===== config.mk =====
export PLATFORM = sky130hd
export DESIGN_NAME = shift_serializer
export DESIGN_NICKNAME = d
export VERILOG_FILES = /design/src/rtl/shift_serializer.sv
export SDC_FILE = /design/constraint.sdc
export NUM_CORES = 1
export LEC_CHECK = 0
export CAP_MARGIN = 20
export CORE_MARGIN = 2
export CORE_UTILIZATION = 54
export CTS_BUF_LIST = sky130_fd_sc_hd__clkbuf_16
export DETAILED_ROUTE_END_ITERATION = 8
export PLACE_DENSITY = 0.82
export SLEW_MARGIN = 20
export SYNTH_ARGS = -nofsm -noshare
export SYNTH_HDL_FRONTEND = slang
export SYNTH_SLANG_ARGS = --single-unit

===== constraint.sdc =====
create_clock -name clk -period 3.29 [get_ports clk]
set_input_delay 0.4935 -clock clk [delete_from_list [all_inputs] [get_ports clk]]
set_output_delay 0.4935 -clock clk [all_outputs]
set_load 0.02 [all_outputs]

===== src/rtl/shift_serializer.sv =====
// Parallel-in/serial-out shifter with a one-word holding buffer so consecutive
// words leave back-to-back; reports busy/done/overrun status.
module shift_serializer #(
  parameter int WIDTH      = 8,
  parameter bit MSB_FIRST  = 1'b1,
  parameter int BIT_CYCLES = 1,
  parameter bit IDLE_LEVEL = 1'b0
) (
  input  logic             clk,
  input  logic             rst,
  input  logic [WIDTH-1:0] data_in,
  input  logic             load,
  output logic             ready,
  output logic             data_out,
  output logic             bit_strobe,
  output logic             busy,
  output logic             done,
  output logic             overrun
);

  localparam int BIT_W = $clog2(WIDTH);
  localparam int DIV_W = (BIT_CYCLES > 1) ? $clog2(BIT_CYCLES) : 1;
  localparam logic [BIT_W-1:0] LAST_BIT = BIT_W'(WIDTH - 1);
  localparam logic [DIV_W-1:0] LAST_DIV = DIV_W'(BIT_CYCLES - 1);

  typedef enum logic {
    IDLE,
    SHIFT
  } state_t;

  state_t             state;
  logic [WIDTH-1:0]   hold_q;
  logic [WIDTH-1:0]   shift_q;
  logic [BIT_W-1:0]   bit_cnt;
  logic [DIV_W-1:0]   div_cnt;

  // Bit presented on data_out for a given shift-register contents.
  function automatic logic head(input logic [WIDTH-1:0] w);
    return MSB_FIRST ? w[WIDTH-1] : w[0];
  endfunction

  function automatic logic [WIDTH-1:0] advance(input logic [WIDTH-1:0] w);
    return MSB_FIRST ? (w << 1) : (w >> 1);
  endfunction

  // ready doubles as the inverted hold_full flag; a load and a transfer can
  // never touch it on the same edge since they need opposite values of it.
  always_ff @(posedge clk) begin
    if (!rst) begin
      state      <= IDLE;
      hold_q     <= '0;
      shift_q    <= '0;
      bit_cnt    <= '0;
      div_cnt    <= '0;
      ready      <= 1'b1;
      data_out   <= IDLE_LEVEL;
      bit_strobe <= 1'b0;
      busy       <= 1'b0;
      done       <= 1'b0;
      overrun    <= 1'b0;
    end else begin
      bit_strobe <= 1'b0;
      done       <= 1'b0;

      if (load) begin
        if (ready) begin
          hold_q <= data_in;
          ready  <= 1'b0;
        end else begin
          overrun <= 1'b1;
        end
      end

      case (state)
        IDLE: begin
          if (!ready) begin
            shift_q    <= hold_q;
            data_out   <= head(hold_q);
            ready      <= 1'b1;
            bit_cnt    <= '0;
            div_cnt    <= '0;
            bit_strobe <= 1'b1;
            busy       <= 1'b1;
            state      <= SHIFT;
          end
        end
        SHIFT: begin
          if (div_cnt != LAST_DIV) begin
            div_cnt <= div_cnt + DIV_W'(1);
          end else begin
            div_cnt <= '0;
            if (bit_cnt != LAST_BIT) begin
              shift_q    <= advance(shift_q);
              data_out   <= head(advance(shift_q));
              bit_cnt    <= bit_cnt + BIT_W'(1);
              bit_strobe <= 1'b1;
            end else begin
              done    <= 1'b1;
              bit_cnt <= '0;
              if (!ready) begin
                // Refilled in time: next word starts on this same edge.
                shift_q    <= hold_q;
                data_out   <= head(hold_q);
                ready      <= 1'b1;
                bit_strobe <= 1'b1;
              end else begin
                busy     <= 1'b0;
                data_out <= IDLE_LEVEL;
                state    <= IDLE;
              end
            end
          end
        end
        default: state <= IDLE;
      endcase
    end
  end

endmodule

==> metrics.txt, run 1 <==
# TYPE chip_impl_metric gauge
chip_impl_metric{name="netlist_instances",unit=""} 107
chip_impl_metric{name="p_per_area",unit="nW/um2"} 524
chip_impl_metric{name="synth.net_count",unit=""} 121
chip_impl_metric{name="clk_pin_slew",unit="ps"} 60
chip_impl_metric{name="grt.overflow.total",unit=""} 0
chip_impl_metric{name="pwr-share-clk",unit="%"} 39.2
chip_impl_metric{name="cts_htree_levels",unit=""} 1
chip_impl_metric{name="power.share.combinational",unit="%"} 11.6
chip_impl_metric{name="detail-route-antenna-nets",unit=""} 0
chip_impl_info{name="crit_type",value="reg2out"} 1
chip_impl_metric{name="initial_utilization",unit="%"} 58.4
chip_impl_metric{name="place.port_buffers",unit=""} 16
chip_impl_metric{name="nets",unit=""} 135
chip_impl_metric{name="total_leakage_power",unit="uW"} 0.000527
chip_impl_info{name="run_status",value="completed"} 1
chip_impl_metric{name="insertedDiodeCount",unit=""} 0
chip_impl_metric{name="area.sequential",unit="um2"} 480
chip_impl_metric{name="final.fill_count",unit=""} 148
chip_impl_metric{name="antenna_violations_before_repair",unit=""} 0
chip_impl_metric{name="cell_internal_power",unit="uW"} 508
chip_impl_metric{name="drt_pre_antenna_iters",unit=""} 4
chip_impl_metric{name="max_root_sink_buffers",unit=""} 2
chip_impl_metric{name="crit_path_max_incr_delay",unit="ps"} 680
chip_impl_metric{name="worstPathMaxFanout",unit=""} 12
chip_impl_metric{name="worst_slew_pin_slew",unit="ps"} 684
chip_impl_metric{name="area_of_all_placed_cells_without_fillers",unit="um2"} 1240
chip_impl_metric{name="cp.required",unit="ps"} 2800
chip_impl_metric{name="final_layout_size_suffix_gt1_share",unit="%"} 6.67
chip_impl_metric{name="maxSlewViolCount",unit=""} 0
chip_impl_metric{name="netlist_area",unit="um2"} 1030
chip_impl_metric{name="ys_seq_area_share",unit="%"} 46.7
chip_impl_metric{name="cap_viol_max_count",unit=""} 0
chip_impl_metric{name="max_slew_margin",unit="%"} 54.2
chip_impl_metric{name="first_global_vias",unit=""} 738
chip_impl_metric{name="synthesis.yosys.warnings",unit=""} 0
chip_impl_metric{name="drt_first_iter_violations",unit=""} 2
chip_impl_metric{name="row_count",unit=""} 15
chip_impl_metric{name="switchingPower",unit="uW"} 141
chip_impl_info{name="final_cell_mix",value="24 x dfxtp_1, 16 x clkdlybuf4s50_1, 14 x nand2_1, 9 x nand3_1, 9 x o21ai_0"} 1
chip_impl_info{name="cpMaxStageDelayCell",value="clkdlybuf4s50_1"} 1
chip_impl_metric{name="arrival_time_of_the_worst_setup_path",unit="ps"} 1480
chip_impl_metric{name="final_cells",unit=""} 145
chip_impl_metric{name="grt_first_pass_wirelength",unit="um"} 3180
chip_impl_metric{name="setup_viol",unit=""} 0
chip_impl_metric{name="finalHoldViolCount",unit=""} 0
chip_impl_metric{name="finalWorstPathRequiredPeriod",unit="ps"} 1970
chip_impl_metric{name="period_share",unit="%"} 59.9
chip_impl_metric{name="grt_usage",unit="%"} 19.7
chip_impl_info{name="critical_path_startpoint_category",value="flip-flop"} 1
chip_impl_info{name="hold_path.class",value="reg2reg"} 1
chip_impl_metric{name="setup.reg_to_reg.worst_slack",unit="ps"} 1950
chip_impl_metric{name="timing.critical_path.buf_inv",unit=""} 1
chip_impl_metric{name="gp_congestion",unit=""} 0.704
chip_impl_metric{name="synth.avg_cell_area",unit="um2"} 9.62
chip_impl_metric{name="maxClockFrequency",unit="MHz"} 508
chip_impl_metric{name="cts_made_buffers",unit=""} 3
chip_impl_metric{name="syn_to_final_growth",unit="%"} 20.2
chip_impl_info{name="path_delay_family",value="buffers and inverters"} 1
chip_impl_metric{name="ios",unit=""} 17
chip_impl_metric{name="detailed_route_via_count",unit=""} 750
chip_impl_metric{name="ys_seq_elements",unit=""} 24
chip_impl_metric{name="ir_drop",unit="V"} 0.000378
chip_impl_metric{name="die_area",unit="um2"} 2270
chip_impl_metric{name="dp_cells",unit=""} 141
chip_impl_info{name="cts.root.buffer_cell",value="clkbuf_16"} 1
chip_impl_metric{name="post_synth_num_cell_types",unit=""} 24
chip_impl_metric{name="power.sequential.fraction",unit="%"} 49.2
chip_impl_metric{name="drt_wl_total",unit="um"} 1790
chip_impl_metric{name="post-dp-hpwl",unit="um"} 1140
chip_impl_metric{name="switching_power_as_a_share_of_total_power",unit="%"} 21.7
chip_impl_info{name="rsz_0062_raised_after_global_routing",value="false"} 1
chip_impl_info{name="timing.critical_path.to_type",value="output port"} 1
chip_impl_metric{name="drt-wirelength-per-cell",unit="um"} 12.3
chip_impl_metric{name="post_cts_resize_count",unit=""} 0
chip_impl_metric{name="post_dp_cell_area",unit="um2"} 1160
chip_impl_metric{name="multiInputGateArea",unit="um2"} 479
chip_impl_metric{name="dpl_worst_slack",unit="ps"} 1460
chip_impl_metric{name="worst_clock_skew",unit="ps"} 0.927
chip_impl_metric{name="residual_drc",unit=""} 0
chip_impl_metric{name="pin_count_of_the_biggest_net_entering_global_routing",unit=""} 27
chip_impl_metric{name="setup_tns",unit="ps"} 0
chip_impl_metric{name="postCtsSetupBuffers",unit=""} 0
chip_impl_metric{name="tritoncts_num_sinks",unit=""} 24
chip_impl_info{name="layout_commonest_cell",value="dfxtp_1"} 1
chip_impl_metric{name="die_width",unit="um"} 47.7
chip_impl_metric{name="routed_via_density",unit=""} 5.17
chip_impl_metric{name="fp.coreArea",unit="um2"} 1760
chip_impl_info{name="tritoncts",value="built"} 1
chip_impl_metric{name="die_height",unit="um"} 47.7
chip_impl_info{name="cp_cell_sequence",value="clkdlybuf4s50_1"} 1
chip_impl_metric{name="insertion_delay",unit="ps"} 250
chip_impl_metric{name="finalWorstSetupSlack",unit="ps"} 1320
chip_impl_metric{name="cts_hold_buffers",unit=""} 0
## power groups by stage
stage / clock network (uW) / registers, uW / logic (uW)
after floorplan: 0 / 327 / 51.9
after global placement: 0 / 325 / 72.9
after detailed placement: 0 / 326 / 74.8
after CTS: 261 / 319 / 75.7
after global routing: 272 / 321 / 85.0
final: 254 / 319 / 75.1
## registers in the layout, summed over array words and instances (netlist names)
register and cells:
overrun 1, shift_q 7, done 1, hold_q 8
busy 1, bit_cnt 3, bit_strobe 1, data_out 1
ready 1
## per-stage QoR
step | utilization (%) | hold WS (ps) | power (uW)
3_3_place_gp | 65.7 | 450 | 398
5_1_grt | 70.1 | 492 | 678
4_1_cts | 70.1 | 468 | 656
6_report | 70.1 | 463 | 649
3_5_place_dp | 65.7 | 454 | 401
2_1_floorplan | - | 434 | 379
## worst paths after layout
kind | startpoint | end | cells after the start
setup / recovery | bit_strobe | bit_strobe | 1
hold / removal | overrun | overrun | 1
setup reg to reg | bit_cnt[0] | ready | 5
hold reg to reg | overrun | overrun | 1
## cells by family (layout without fill, tap and decap cells)
kind of cell	Yosys count	count (layout)	synth area share (%)
DFF	24	24	46.7
adders and majority gates	3	3	3.65
buffers and inverters	8	21	6.80
AOI/OAI and AO/OA	28	28	16.8
and+or+nand+nor	36	36	18.3
muxes	8	8	7.78
## metal layers
| layer | global-route usage (%) | share of wire, % | vias to the layer above |
|---|---|---|---|
| met1 | 23.8 | 46 | 345 |
| met2 | 35.4 | 51 | 12 |
| met3 | 3.40 | 3.1 | 2 |
| met5 | 0 | 0 | - |
| met4 | 6.49 | 0.56 | 0 |
| li1 | - | - | 391 |
## layout make-up
type	instances	share of cell area, %
clock inverter	1	0.303
timing repair buffer	17	13.5
tap	25	2.53
multi-input combinational	75	38.7
sequential	24	38.8
clock buffer	3	6.07
## cell usage after synthesis
cell	number	area, um2
dfxtp_1	24	480
nand2_1	14	52.6
nand3_1	9	45.0
o21ai_0	9	45.0
mux2i_1	8	80.1
a21boi_0	7	52.6
a21oi_1	6	30.0
buf_2	4	20.0
a21boi_1	3	22.5
and2_1	3	18.8
ha_1	3	37.5
and2b_2	2	17.5
buf_6	2	22.5
nand3b_1	2	15.0
nor2_1	2	7.51
and3_1	1	6.26
buf_12	1	20.0
buf_4	1	7.51
nand2_2	1	6.26
nand2b_1	1	6.26
nand2b_4	1	13.8
o211a_1	1	10.0
o21a_1	1	7.51
o21ai_1	1	5.00
No activity file was read; power rests on OpenSTA's default activity.
==> run 2, diff against run 1 <==
--- a/config.mk
+++ b/config.mk
@@ -7,10 +7,10 @@
 export LEC_CHECK = 0
 export CAP_MARGIN = 20
 export CORE_MARGIN = 2
-export CORE_UTILIZATION = 54
+export CORE_UTILIZATION = 51
 export CTS_BUF_LIST = sky130_fd_sc_hd__clkbuf_16
 export DETAILED_ROUTE_END_ITERATION = 8
-export PLACE_DENSITY = 0.82
+export PLACE_DENSITY = 0.78
 export SLEW_MARGIN = 20
 export SYNTH_ARGS = -nofsm -noshare
 export SYNTH_HDL_FRONTEND = slang
==> constraint.sdc (replaced) <==
create_clock -name clk -period 1.9 [get_ports clk]
set_input_delay 0.285 -clock clk [delete_from_list [all_inputs] [get_ports clk]]
set_output_delay 0.285 -clock clk [all_outputs]
set_load 0.02 [all_outputs]
==> metrics.txt, run 2 (synthesis results as in run 1) <==
# TYPE chip_impl_metric gauge
chip_impl_info{name="cp_cell_sequence",value="clkdlybuf4s50_1"} 1
chip_impl_metric{name="ios",unit=""} 17
chip_impl_metric{name="die_area",unit="um2"} 2390
chip_impl_metric{name="post-dp-hpwl",unit="um"} 1200
chip_impl_metric{name="syn_to_final_growth",unit="%"} 22.6
chip_impl_metric{name="setup_viol",unit=""} 0
chip_impl_metric{name="setup_tns",unit="ps"} 0
chip_impl_metric{name="nets",unit=""} 138
chip_impl_metric{name="area.sequential",unit="um2"} 480
chip_impl_info{name="cts.root.buffer_cell",value="clkbuf_16"} 1
chip_impl_info{name="crit_type",value="reg2out"} 1
chip_impl_metric{name="total_leakage_power",unit="uW"} 0.000542
chip_impl_metric{name="die_height",unit="um"} 48.9
chip_impl_metric{name="grt_first_pass_wirelength",unit="um"} 3070
chip_impl_metric{name="gp_congestion",unit=""} 0.710
chip_impl_info{name="rsz_0062_raised_after_global_routing",value="false"} 1
chip_impl_info{name="regMostFlops",value="hold_q"} 1
chip_impl_metric{name="drt-wirelength-per-cell",unit="um"} 11.9
chip_impl_metric{name="maxSlewViolCount",unit=""} 0
chip_impl_metric{name="cts_htree_levels",unit=""} 1
chip_impl_metric{name="detailed_route_via_count",unit=""} 789
chip_impl_metric{name="final_cells",unit=""} 150
chip_impl_metric{name="fp.coreArea",unit="um2"} 1940
chip_impl_metric{name="die_width",unit="um"} 48.9
chip_impl_metric{name="row_count",unit=""} 16
chip_impl_metric{name="grt_usage",unit="%"} 16.6
chip_impl_metric{name="first_global_vias",unit=""} 729
chip_impl_metric{name="cts_made_buffers",unit=""} 3
chip_impl_metric{name="residual_drc",unit=""} 0
chip_impl_metric{name="insertion_delay",unit="ps"} 250
chip_impl_metric{name="pin_count_of_the_biggest_net_entering_global_routing",unit=""} 27
chip_impl_metric{name="worst_slew_pin_slew",unit="ps"} 297
chip_impl_metric{name="clk_pin_slew",unit="ps"} 60
chip_impl_info{name="reg.largest.list",value="hold_q x8, shift_q x7, bit_cnt x3"} 1
chip_impl_metric{name="finalWorstPathRequiredPeriod",unit="ps"} 1470
chip_impl_info{name="path_delay_family",value="buffers and inverters"} 1
chip_impl_metric{name="timing.hold.ws",unit="ps"} 465
chip_impl_metric{name="cts_hold_buffers",unit=""} 0
chip_impl_metric{name="finalHoldViolCount",unit=""} 0
chip_impl_metric{name="setup.reg_to_reg.worst_slack",unit="ps"} 590
chip_impl_metric{name="largest_reg_flops",unit=""} 8
chip_impl_metric{name="cp.required",unit="ps"} 1620
chip_impl_metric{name="insertedDiodeCount",unit=""} 0
chip_impl_metric{name="worstPathMaxFanout",unit=""} 2
chip_impl_info{name="hold_path.class",value="reg2reg"} 1
chip_impl_info{name="timing.critical_path.to_type",value="output port"} 1
chip_impl_metric{name="detail-route-antenna-nets",unit=""} 0
chip_impl_metric{name="multiInputGateArea",unit="um2"} 479
chip_impl_metric{name="drt_first_iter_violations",unit=""} 14
chip_impl_info{name="critical_path_startpoint_category",value="flip-flop"} 1
chip_impl_metric{name="routed_via_density",unit=""} 5.26
chip_impl_metric{name="ir_drop",unit="V"} 0.000737
chip_impl_metric{name="drt_pre_antenna_iters",unit=""} 4
chip_impl_metric{name="drt_wl_total",unit="um"} 1790
chip_impl_metric{name="post_cts_resize_count",unit=""} 0
chip_impl_metric{name="antenna_violations_before_repair",unit=""} 0
chip_impl_info{name="run_status",value="completed"} 1
chip_impl_metric{name="period_share",unit="%"} 77.6
chip_impl_metric{name="cap_viol_max_count",unit=""} 0
chip_impl_metric{name="initial_utilization",unit="%"} 53.0
chip_impl_metric{name="final_layout_size_suffix_gt1_share",unit="%"} 8.94
chip_impl_metric{name="max_root_sink_buffers",unit=""} 2
chip_impl_metric{name="timing.critical_path.buf_inv",unit=""} 1
chip_impl_metric{name="grt.overflow.total",unit=""} 0
chip_impl_metric{name="maxClockFrequency",unit="MHz"} 678
chip_impl_metric{name="final.fill_count",unit=""} 159
chip_impl_metric{name="postCtsSetupBuffers",unit=""} 0
chip_impl_info{name="cpMaxStageDelayCell",value="clkdlybuf4s50_1"} 1
chip_impl_metric{name="tritoncts_num_sinks",unit=""} 24
chip_impl_metric{name="worst_clock_skew",unit="ps"} 3.64
chip_impl_metric{name="p_per_area",unit="nW/um2"} 905
chip_impl_metric{name="place.port_buffers",unit=""} 16
chip_impl_info{name="tritoncts",value="built"} 1
chip_impl_info{name="final_cell_mix",value="24 x dfxtp_1, 16 x clkdlybuf4s50_1, 14 x nand2_1, 9 x nand3_1, 9 x o21ai_0"} 1
chip_impl_metric{name="max_slew_margin",unit="%"} 80.2
chip_impl_metric{name="dp_cells",unit=""} 146
chip_impl_info{name="layout_commonest_cell",value="dfxtp_1"} 1
chip_impl_metric{name="crit_path_max_incr_delay",unit="ps"} 600
chip_impl_metric{name="arrival_time_of_the_worst_setup_path",unit="ps"} 1190
-- run 2: per-stage QoR --
stage,total power (uW),cell area [um2],util [%],worst slack (ps)
after floorplan,656,1030,-,605
after global placement,695,1180,61.0,621
after detailed placement,701,1180,61.0,583
after CTS,1150,1260,65.0,414
after global routing,1190,1260,65.0,381
final,1140,1260,65.0,426
-- run 2: worst paths after layout --
path         startpoint          to  cells after the start
max               ready       ready                      1
min           hold_q[3]   hold_q[3]                      2
max reg2reg  bit_cnt[0]  shift_q[1]                      5
min reg2reg   hold_q[3]   hold_q[3]                      2
-- run 2: area by class of cell --
class                           instances  area share [%]
Multi-Input combinational cell         75            38.0
Tap cell                               27            2.68
Clock inverter                          1           0.297
Sequential cell                        24            38.1
Timing Repair Buffer                   20            15.1
Clock buffer                            3            5.95
-- run 2: layer usage --
metal | part of all wire, % | GRT usage, % | vias up
met5 | 0 | 0 | -
met1 | 45 | 19.4 | 367
met2 | 49 | 27.6 | 15
met3 | 3.3 | 3.37 | 7
met4 | 2.8 | 11.0 | 0
li1 | - | - | 400
-- run 2: report_power, final --
group          total (uW)  leakage, uW  switching, uW  internal (uW)
Sequential            548     0.000197           14.4            534
Clock                 454    0.0000385            173            281
Combinational         140     0.000307           70.2           70.1
Total                1140     0.000542            257            885
==> run 3, diff against run 2 <==
--- a/config.mk
+++ b/config.mk
@@ -7,10 +7,10 @@
 export LEC_CHECK = 0
 export CAP_MARGIN = 20
 export CORE_MARGIN = 2
-export CORE_UTILIZATION = 51
+export CORE_UTILIZATION = 46
 export CTS_BUF_LIST = sky130_fd_sc_hd__clkbuf_16
 export DETAILED_ROUTE_END_ITERATION = 8
-export PLACE_DENSITY = 0.78
+export PLACE_DENSITY = 0.74
 export SLEW_MARGIN = 20
 export SYNTH_ARGS = -nofsm -noshare
 export SYNTH_HDL_FRONTEND = slang
==> constraint.sdc (replaced) <==
create_clock -name clk -period 1.3 [get_ports clk]
set_input_delay 0.195 -clock clk [delete_from_list [all_inputs] [get_ports clk]]
set_output_delay 0.195 -clock clk [all_outputs]
set_load 0.02 [all_outputs]
==> metrics.txt, run 3 (synthesis results as in run 1) <==
# TYPE chip_impl_metric gauge
chip_impl_metric{name="grt.overflow.total",unit=""} 0
chip_impl_info{name="run_status",value="completed"} 1
chip_impl_metric{name="place.port_buffers",unit=""} 16
chip_impl_metric{name="insertion_delay",unit="ps"} 250
chip_impl_info{name="hold_path.class",value="reg2reg"} 1
chip_impl_metric{name="residual_drc",unit=""} 0
chip_impl_metric{name="initial_utilization",unit="%"} 47.5
chip_impl_info{name="layout_commonest_cell",value="dfxtp_1"} 1
chip_impl_metric{name="pin_count_of_the_biggest_net_entering_global_routing",unit=""} 27
chip_impl_metric{name="tritoncts_num_sinks",unit=""} 24
chip_impl_metric{name="detailed_route_via_count",unit=""} 773
chip_impl_metric{name="cts_hold_buffers",unit=""} 0
chip_impl_metric{name="postCtsSetupBuffers",unit=""} 0
chip_impl_metric{name="total_power",unit="uW"} 1650
chip_impl_metric{name="cts_htree_levels",unit=""} 1
chip_impl_metric{name="ir_drop",unit="V"} 0.00109
chip_impl_metric{name="die_height",unit="um"} 51.3
chip_impl_metric{name="drt_wl_total",unit="um"} 1850
chip_impl_metric{name="die_area",unit="um2"} 2630
chip_impl_info{name="regMostFlops",value="hold_q"} 1
chip_impl_metric{name="setup_viol",unit=""} 0
chip_impl_metric{name="antenna_violations_before_repair",unit=""} 0
chip_impl_metric{name="grt_first_pass_wirelength",unit="um"} 3240
chip_impl_info{name="cts.root.buffer_cell",value="clkbuf_16"} 1
chip_impl_metric{name="insertedDiodeCount",unit=""} 0
chip_impl_metric{name="syn_to_final_growth",unit="%"} 26.9
chip_impl_metric{name="drt_pre_antenna_iters",unit=""} 4
chip_impl_metric{name="post-dp-hpwl",unit="um"} 1160
chip_impl_metric{name="cp.required",unit="ps"} 1440
chip_impl_metric{name="cap_viol_max_count",unit=""} 0
chip_impl_info{name="final_cell_mix",value="22 x dfxtp_1, 14 x nand2_1, 10 x clkdlybuf4s50_1, 9 x nand3_1"} 1
chip_impl_metric{name="finalWorstPathRequiredPeriod",unit="ps"} 1220
chip_impl_metric{name="row_count",unit=""} 17
chip_impl_info{name="tritoncts",value="built"} 1
chip_impl_metric{name="drt_first_iter_violations",unit=""} 19
chip_impl_metric{name="maxSlewViolCount",unit=""} 0
chip_impl_metric{name="clk_pin_slew",unit="ps"} 60
chip_impl_metric{name="die_width",unit="um"} 51.3
chip_impl_metric{name="routed_via_density",unit=""} 5.12
chip_impl_metric{name="detail-route-antenna-nets",unit=""} 0
chip_impl_metric{name="worst_clock_skew",unit="ps"} 0.787
chip_impl_metric{name="grt_usage",unit="%"} 16.5
chip_impl_metric{name="nets",unit=""} 139
chip_impl_metric{name="arrival_time_of_the_worst_setup_path",unit="ps"} 1360
chip_impl_metric{name="max_root_sink_buffers",unit=""} 2
chip_impl_metric{name="finalHoldViolCount",unit=""} 0
chip_impl_info{name="critical_path_startpoint_category",value="flip-flop"} 1
chip_impl_info{name="timing.critical_path.to_type",value="flip-flop"} 1
chip_impl_metric{name="worstPathMaxFanout",unit=""} 8
chip_impl_metric{name="final_layout_size_suffix_gt1_share",unit="%"} 13.0
chip_impl_metric{name="first_global_vias",unit=""} 714
chip_impl_metric{name="largest_reg_flops",unit=""} 8
chip_impl_metric{name="p_per_area",unit="nW/um2"} 1270
chip_impl_info{name="crit_type",value="reg2reg"} 1
chip_impl_metric{name="cts_made_buffers",unit=""} 3
chip_impl_metric{name="ios",unit=""} 17
chip_impl_metric{name="total_leakage_power",unit="uW"} 0.000568
chip_impl_metric{name="fp.coreArea",unit="um2"} 2170
chip_impl_metric{name="max_slew_margin",unit="%"} 86.4
chip_impl_info{name="reg.largest.list",value="hold_q x8, shift_q x7, bit_cnt x3"} 1
chip_impl_metric{name="drt-wirelength-per-cell",unit="um"} 12.3
chip_impl_metric{name="finalCoreUtilization",unit="%"} 60.2
chip_impl_metric{name="period_share",unit="%"} 93.9
chip_impl_metric{name="gp_congestion",unit=""} 0.766
chip_impl_metric{name="worst_slew_pin_slew",unit="ps"} 205
chip_impl_metric{name="maxClockFrequency",unit="MHz"} 819
## run 3: changes by cell type in the layout (fill, tap and decap cells not counted), moves of 2 or more
| cell | before | now |
|---|---|---|
| dfxtp_1 | 24 | 22 |
| buf_12 | 0 | 2 |
| ha_1 | 3 | 1 |
| buf_4 | 4 | 2 |
| clkdlybuf4s50_1 | 16 | 10 |
| dlygate4sd2_1 | 0 | 6 |
## run 3: through the flow
step                      cell area (um2)  setup TNS [ps]  hold slack (ps)  cells  setup slack [ps]
after floorplan                      1030               0              341    107              5.03
after global placement               1210               0              448    147              78.3
after detailed placement             1210               0              452    147              10.9
after CTS                            1290               0              462    151              11.6
after global routing                 1310          -0.996              486    151            -0.996
final                                1310               0              458    151              79.1
## run 3: area by class of cell
cell class | instances | area [um2]
repair buffers | 20 | 208
fillers | 189 | 863
well taps | 28 | 35.0
multi-input cells | 76 | 503
flip-flops and latches | 24 | 485
clock buffers | 3 | 75.1
## run 3: what timing repair did
action / 4_1_cts / 5_1_grt
resized for setup: 8 / 5
endpoints found under the setup margin: 9 / 7
gates cloned: 1 / 0
pin swaps: 0 / 0
## run 3: path summary, 6_finish.rpt
| check | startpoint | end | slack, ps | cells past startpoint |
|---|---|---|---|---|
| worst max-delay path | bit_cnt[0] | data_out | 80 | 5 |
| worst min-delay path | overrun | overrun | 460 | 1 |
| worst max register to register | bit_cnt[0] | data_out | 80 | 5 |
| worst min register to register | overrun | overrun | 460 | 1 |
## run 3: where the power goes
group	total, uW	internal [uW]	leakage, uW	switching (uW)
registers	805	780	0.000198	24.8
clock network	636	406	0.0000370	230
logic	212	108	0.000333	104
## run 3: critical path, cell delays in order, from the launching register on
cell and delay (ps):
dfxtp_4 370, ha_4 140, ha_2 170, nand2b_4 170, mux2i_1 190, a21boi_1 70
## run 3: layer usage
| metal | global-route usage [%] | part of all wire [%] | up-vias |
|---|---|---|---|
| li1 | - | - | 402 |
| met1 | 22.0 | 47 | 359 |
| met2 | 26.4 | 50 | 10 |
| met3 | 3.51 | 2.9 | 2 |
| met4 | 5.26 | 0.54 | 0 |
| met5 | 0 | 0 | - |
